==> config.mk <==
export PLATFORM = sky130hd
export DESIGN_NAME = counter_unit
export DESIGN_NICKNAME = d
export VERILOG_FILES = /design/src/rtl/counter_unit.sv
export SDC_FILE = /design/constraint.sdc
export NUM_CORES = 1
export LEC_CHECK = 0
export CORE_ASPECT_RATIO = 0.75
export CORE_MARGIN = 5
export CORE_UTILIZATION = 40
export DETAILED_ROUTE_END_ITERATION = 8
export GPL_TIMING_DRIVEN = 0
export PLACE_DENSITY = 0.71
export SLEW_MARGIN = 15
export SYNTH_ARGS = -nofsm -noshare
export SYNTH_HDL_FRONTEND = slang
export SYNTH_SLANG_ARGS = --single-unit
export TNS_END_PERCENT = 20
==> constraint.sdc <==
create_clock -name clk -period 3.1 [get_ports clk]
set_input_delay 0.62 -clock clk [delete_from_list [all_inputs] [get_ports clk]]
set_output_delay 0.62 -clock clk [all_outputs]
set_load 0.05 [all_outputs]
==> src/rtl/counter_unit.sv <==
// counter_unit: loadable free-running up-counter with a registered snapshot
// readout and a live combinational debug view of the count register.
//
// state | meaning
// ------+--------------------------------------------------------------
// IDLE  | count holds; waiting for a start pulse
// RUN   | count increments every edge (modulo 2^xLen) until init/reset
module counter_unit #(
    parameter int xLen = 64
) (
    input  logic            clk,
    input  logic            reset,
    input  logic [xLen-1:0] init_val,
    input  logic            init,
    input  logic            start,
    input  logic            return_current_count,
    output logic [xLen-1:0] current_count,
    output logic [xLen-1:0] debug_out
);

    typedef enum logic {
        IDLE = 1'b0,
        RUN  = 1'b1
    } state_t;

    state_t          state_q;
    state_t          state_d;
    logic [xLen-1:0] count_q;
    logic [xLen-1:0] count_d;
    logic [xLen-1:0] snap_q;

    // State, count and snapshot registers; reset wins over every other input.
    always_ff @(posedge clk) begin
        if (!reset) begin
            state_q <= IDLE;
            count_q <= '0;
            snap_q  <= '0;
        end else begin
            state_q <= state_d;
            count_q <= count_d;
            // Snapshot takes the pre-edge count, independent of state or init.
            if (return_current_count) begin
                snap_q <= count_q;
            end
        end
    end

    // Next-state and next-count: init beats start/run, which beats hold.
    always_comb begin
        state_d = state_q;
        count_d = count_q;
        if (init) begin
            // A start on the same edge is deliberately dropped.
            count_d = init_val;
            state_d = IDLE;
        end else begin
            case (state_q)
                IDLE: begin
                    // Entering RUN does not bump the count; the first
                    // increment lands on the following edge.
                    if (start) begin
                        state_d = RUN;
                    end
                end
                RUN: begin
                    // Natural wrap at all-ones; no overflow flag, no stop.
                    count_d = count_q + 1'b1;
                end
                default: begin
                    state_d = IDLE;
                end
            endcase
        end
    end

    assign current_count = snap_q;
    assign debug_out     = count_q;

endmodule

# ---- Yosys cells after proc, flatten, opt, wreduce, memory -nomap -nowiden
# Cells that the tools add are included.
# W data, S select, Z words.
dict set report classes {
  div_mod_pow 0
  reduce_logical 2
  n_eq_ne 0
  shift 0
  order_cmp 0
  muxes 4
  bitwise_logic 1
  mul 0
  addsub 1
}
# operator count
set ops {}
lappend ops {{$mux W64} 2}
lappend ops {{$add A64 B1 Y64 const B} 1}
lappend ops {{$mux W1} 2}
lappend ops {{$reduce_bool A2 Y1} 1}
lappend ops {{$reduce_or A2 Y1} 1}
lappend ops {{$not A1 Y1} 1}
dict set report word_totals {
  wordCells 11
  regBits 129
  memories 0
  ramBits 0
  romBits 0
  latch_bits 0
}

# ---- Logic depth before layout (Yosys ltp)
dict set report logic_depth {
  depth_word 3
  ltp_mapped 8
  depth_no_buf 6
}

# ---- Worst setup path after synthesis
# Ideal clock, no wire load.
dict set report synth_path {
  kind {reg-to-reg}
  start {register count_q[21], in the netlist debug_out[21]}
  end {register count_q[57], in the netlist debug_out[57]}
  period_less_slack_ps 2945
  path_stages_with_launch 9
  setup_slack_ps 155
  path_buffers 3
  arrival_ps 2823
  cell_sequence {dfxtp_1 > nand4_2 > or4_4 > buf_6 > or4_1 > buf_2 > buf_2 > o21a_1 > o311a_1}
}
dict set report synth_between {
  elab_chain_len 3
}
# element line_no
set synth_lines {}
lappend synth_lines {{start, declared} 28} ;# logic [xLen-1:0] count_q;
lappend synth_lines {{start signal, assigned} 40} ;# count_q <= count_d;
lappend synth_lines {{$add A64 B1 Y64} 67} ;# count_d = count_q + 1'b1;
lappend synth_lines {{$mux W64} 57} ;# case (state_q)
lappend synth_lines {{$mux W64} 52} ;# if (init) begin
# Every way passes these cells. The select of a mux whose other input is x is not followed.
# A chain may end at the register's enable or synchronous reset.

# ---- Worst setup path after layout
dict set report layout_path {
  start {register count_q[5], in the netlist debug_out[5]}
  end {register count_q[59], in the netlist debug_out[59]}
}
# Same word-level chain as after synthesis.

==> metrics list <==
* Count of buffers inserted at the top-level ports: 194
- Yosys printed 0 warnings.
- Hold Path Stages: 2
* Path depth of the worst reg2reg path: 6
* Share of cells above drive strength 1: 4.89%
* CTS tree: built
* Data required time of the worst path: 3430 ps
- In this run the tightest slew margin relative to its limit is 28.9%.
- Global-route wire length before repair: 32400 um
- Layout area overhead: 46.3%
- Max Fclk: 333 MHz
- Entering global routing, the biggest net connects 17 pins.
- Finished Core Util: 60.3%
- Global routing consumed, over all layers together, 23.0% of the routing resources.
- CTS Buf Count: 17
- Setup violations remaining at the end of the flow were counted as 0.
- Main flop type after synthesis: sky130_fd_sc_hd__dfxtp_1
* Total length of routed met2 wires: 8250 um
* Placed Cells: 1089
- The sequential cells in the finished layout cover a total of 2580 um2.
- After detailed routing, the wire length on met1 is 10300 um.
- Largest cells by area after synthesis: sky130_fd_sc_hd__dfxtp_1, sky130_fd_sc_hd__mux2i_1, sky130_fd_sc_hd__nor2_1
- Synthesis produced a netlist whose cell count is 695.
* Crit path from: debug_out[5]
- Pre-CTS worst setup slack: 54.8 ps
* Post-synth cell types: 46
* Area taken by multi-input logic gates: 3260 um2
- In this run the biggest area consumer among cell types represents 42.8% of the synthesized area.
- Sequential fraction of the synthesis area: 42.8%
- Worst Max-Slew Pin Slew: 1060 ps
* Clock latency reported for the late side of the worst-skew pair: 420 ps
* Max IR drop VDD: 435 uV
- Average detailed-routed wire length per instance: 18.5 um
* Initial cell density of the core: 41.2%
- Final number of max-transition violations: 0
- Kind of start point of the critical path: flop
- The worst register-to-register path begins at debug_out[5].
- Number of antenna diodes: 0
- Hold Path Class: reg2reg
* Total routed wirelength: 20700 um
- In this run the remaining antenna-violating nets after routing total 0.
- The critical path is of the reg2reg type.
* DR DRC count: 0
- Clk slew on worst S/H paths: 60 ps
- In this run the most critical hold path is launched from current_count[10].
- Along the worst path, the maximum fanout reaches 10.
* Final cell count without fillers: 1120
- Unrepaired setup endpoints after global routing: no
- In this run the power density over the cells is 541 nW/um2.
- Final critical path time including I/O delays and setup: 3000 ps
- The average instance in the mapped netlist occupies 8.69 um2.
* Iteration-0 DRC Markers: 479
- Outcome: completed
- GPL Wtd Cong: 0.853
- For this run, asynchronously set or reset flops after synthesis account for 0%.
* Number of buffers inserted by post-CTS setup repair: 0
* Clock root buffer: sky130_fd_sc_hd__clkbuf_16
* Max capacitance violation total: 0
- The H-tree was split into 4 levels.
- Across all setup checks in the final design, the least slack found is 101 ps.
* Total count of hold-check failures in the final report: 0
- Max Used Layer: met4
* Die X-Extent: 152 um
- Post-synth net total: 765
* Final Total Pwr: 0.00478 W
- Die Footprint: 17700 um2
- Setup skew after layout: 9.15 ps
* Cell type contributing the most total cell area after synthesis: sky130_fd_sc_hd__dfxtp_1
- The first TritonRoute pass finished after 5 iterations.
* Routed vias: 6059
* Nets: 978
- Post-route clock period utilization: 96.8%
* Vias in the first global route: 5713
- After legalization and detailed placement, the total HPWL measured 15200 um.
- Fillers: 1330
* Total of flip-flops plus latches after synthesis: 129
- Maximum number of buffers from clock root to sink: 2
- Summed over all cells, the static leakage comes to 3.21 nW.
* Boundary pin count: 197
- Arrival time of data at the critical path endpoint: 3330 ps
- Wire length on met3: 1820 um
- In the routed layout, each cell is associated on average with a via count of 5.41.
* Initial antenna violation count: 0
* Number of sinks driven by the clock tree: 129
- Overall overflow remaining after global route: 0
- Number of synthesized flops with an enable pin: 0
- Rows: 38
- In this run the vertical extent of the chip is 116 um.
- In this run the cell area of the synthesized design comes to 6040 um2.
- Area of the core region: 14600 um2
- In the final timing run, aggregate negative setup slack is 0 ps.
- The worst setup path is captured at a flop.
==> cell usage in the layout (no fill, tap or decap), types with 5 or more instances in the layout <==
cell and instances:
sky130_fd_sc_hd__nand4_1 21, sky130_fd_sc_hd__xnor2_1 27, sky130_fd_sc_hd__or3_1 10, sky130_fd_sc_hd__clkbuf_1 39
sky130_fd_sc_hd__and3_1 11, sky130_fd_sc_hd__nor4b_1 7, sky130_fd_sc_hd__o21ai_0 55, sky130_fd_sc_hd__buf_1 7
sky130_fd_sc_hd__nand2_1 32, sky130_fd_sc_hd__or4_1 8, sky130_fd_sc_hd__nand3_1 27, sky130_fd_sc_hd__a311oi_1 7
sky130_fd_sc_hd__and4_1 13, sky130_fd_sc_hd__nor2_1 92, sky130_fd_sc_hd__dfxtp_1 129, sky130_fd_sc_hd__a31oi_1 9
sky130_fd_sc_hd__clkdlybuf4s50_1 194, sky130_fd_sc_hd__nor4_1 17, sky130_fd_sc_hd__nor3_1 19, sky130_fd_sc_hd__clkbuf_16 17
sky130_fd_sc_hd__a211oi_1 6, sky130_fd_sc_hd__xor2_1 10, sky130_fd_sc_hd__nor2b_1 5, sky130_fd_sc_hd__a21oi_1 28
sky130_fd_sc_hd__mux2i_1 72, sky130_fd_sc_hd__and2_1 5
==> cell families (layout without fill, tap and decap cells) <==
group	after synthesis	count (layout)	share of synthesized area, %
adders and majority gates	1	1	0.207
AOI/OAI and AO/OA	118	118	11.4
and+or+nand+nor	284	284	24.9
muxes	72	72	11.9
xor gates and xnor gates	37	37	5.37
buffers and inverters	54	279	3.52
DFF	129	129	42.8
==> sequential cells by signal, summed over array words and instances, names as in the netlist <==
register	cells
current_count	64
debug_out	64
state_q	1
==> critical path, cell delays in order (launching register included) <==
cell and delay [ps]:
sky130_fd_sc_hd__dfxtp_1 470, sky130_fd_sc_hd__nand3_1 270, sky130_fd_sc_hd__or4_1 660, sky130_fd_sc_hd__clkbuf_1 270
sky130_fd_sc_hd__nor4b_1 820, sky130_fd_sc_hd__a311oi_1 200, sky130_fd_sc_hd__nor3_1 230
==> through the flow <==
step,area (um2),hold slack (ps)
6_report,8840,491
3_5_place_dp,8230,478
5_1_grt,8840,517
2_1_floorplan,6040,730
3_3_place_gp,8230,472
4_1_cts,8820,495
==> path summary, 6_finish.rpt <==
kind | endpoint | slack (ps)
worst max-delay path | debug_out[59] | 100
worst min register to register | current_count[10] | 490
worst min-delay path | current_count[10] | 490
worst max register to register | debug_out[59] | 100
==> power breakdown <==
| group | switching (W) | internal, W |
|---|---|---|
| logic | 0.000543 | 0.000335 |
| clock network | 0.000772 | 0.00126 |
| registers | 0.000118 | 0.00175 |
| total | 0.00143 | 0.00335 |
==> cell usage after synthesis (8+ instances only) <==
cell,n
sky130_fd_sc_hd__nor3_1,20
sky130_fd_sc_hd__or3_1,10
sky130_fd_sc_hd__mux2i_1,72
sky130_fd_sc_hd__nand2_1,32
sky130_fd_sc_hd__and4_1,13
sky130_fd_sc_hd__clkbuf_1,39
sky130_fd_sc_hd__nand3_1,27
sky130_fd_sc_hd__nand4_1,21
sky130_fd_sc_hd__xnor2_1,27
sky130_fd_sc_hd__o21ai_0,55
sky130_fd_sc_hd__dfxtp_1,129
sky130_fd_sc_hd__a21oi_1,28
sky130_fd_sc_hd__xor2_1,10
sky130_fd_sc_hd__a31oi_1,9
sky130_fd_sc_hd__nor2_1,92
sky130_fd_sc_hd__nor4_1,18
sky130_fd_sc_hd__and3_1,11
sky130_fd_sc_hd__or4_1,8
==> what timing repair did <==
item	in CTS	in global routing
hold endpoints to repair	0	0
hold buffers	0	0
gates resized for setup	0	4
setup endpoints to repair	0	13
==> final cells by class <==
class	count	area share, %
Multi-Input combinational cell	512	36.8
Sequential cell	129	29.2
Timing Repair Buffer	194	22.0
Clock buffer	18	4.86
Tap cell	200	2.83
Buffer	49	2.21
Clock inverter	13	1.85
Inverter	5	0.212
==> per-layer routing <==
| layer | up-vias | GRT usage, % |
|---|---|---|
| li1 | 2957 | - |
| met4 | 0 | 6.47 |
| met3 | 28 | 7.74 |
| met5 | - | 0 |
| met2 | 233 | 32.1 |
| met1 | 2841 | 33.5 |
Note: power is estimated with default switching activity, not from simulation.
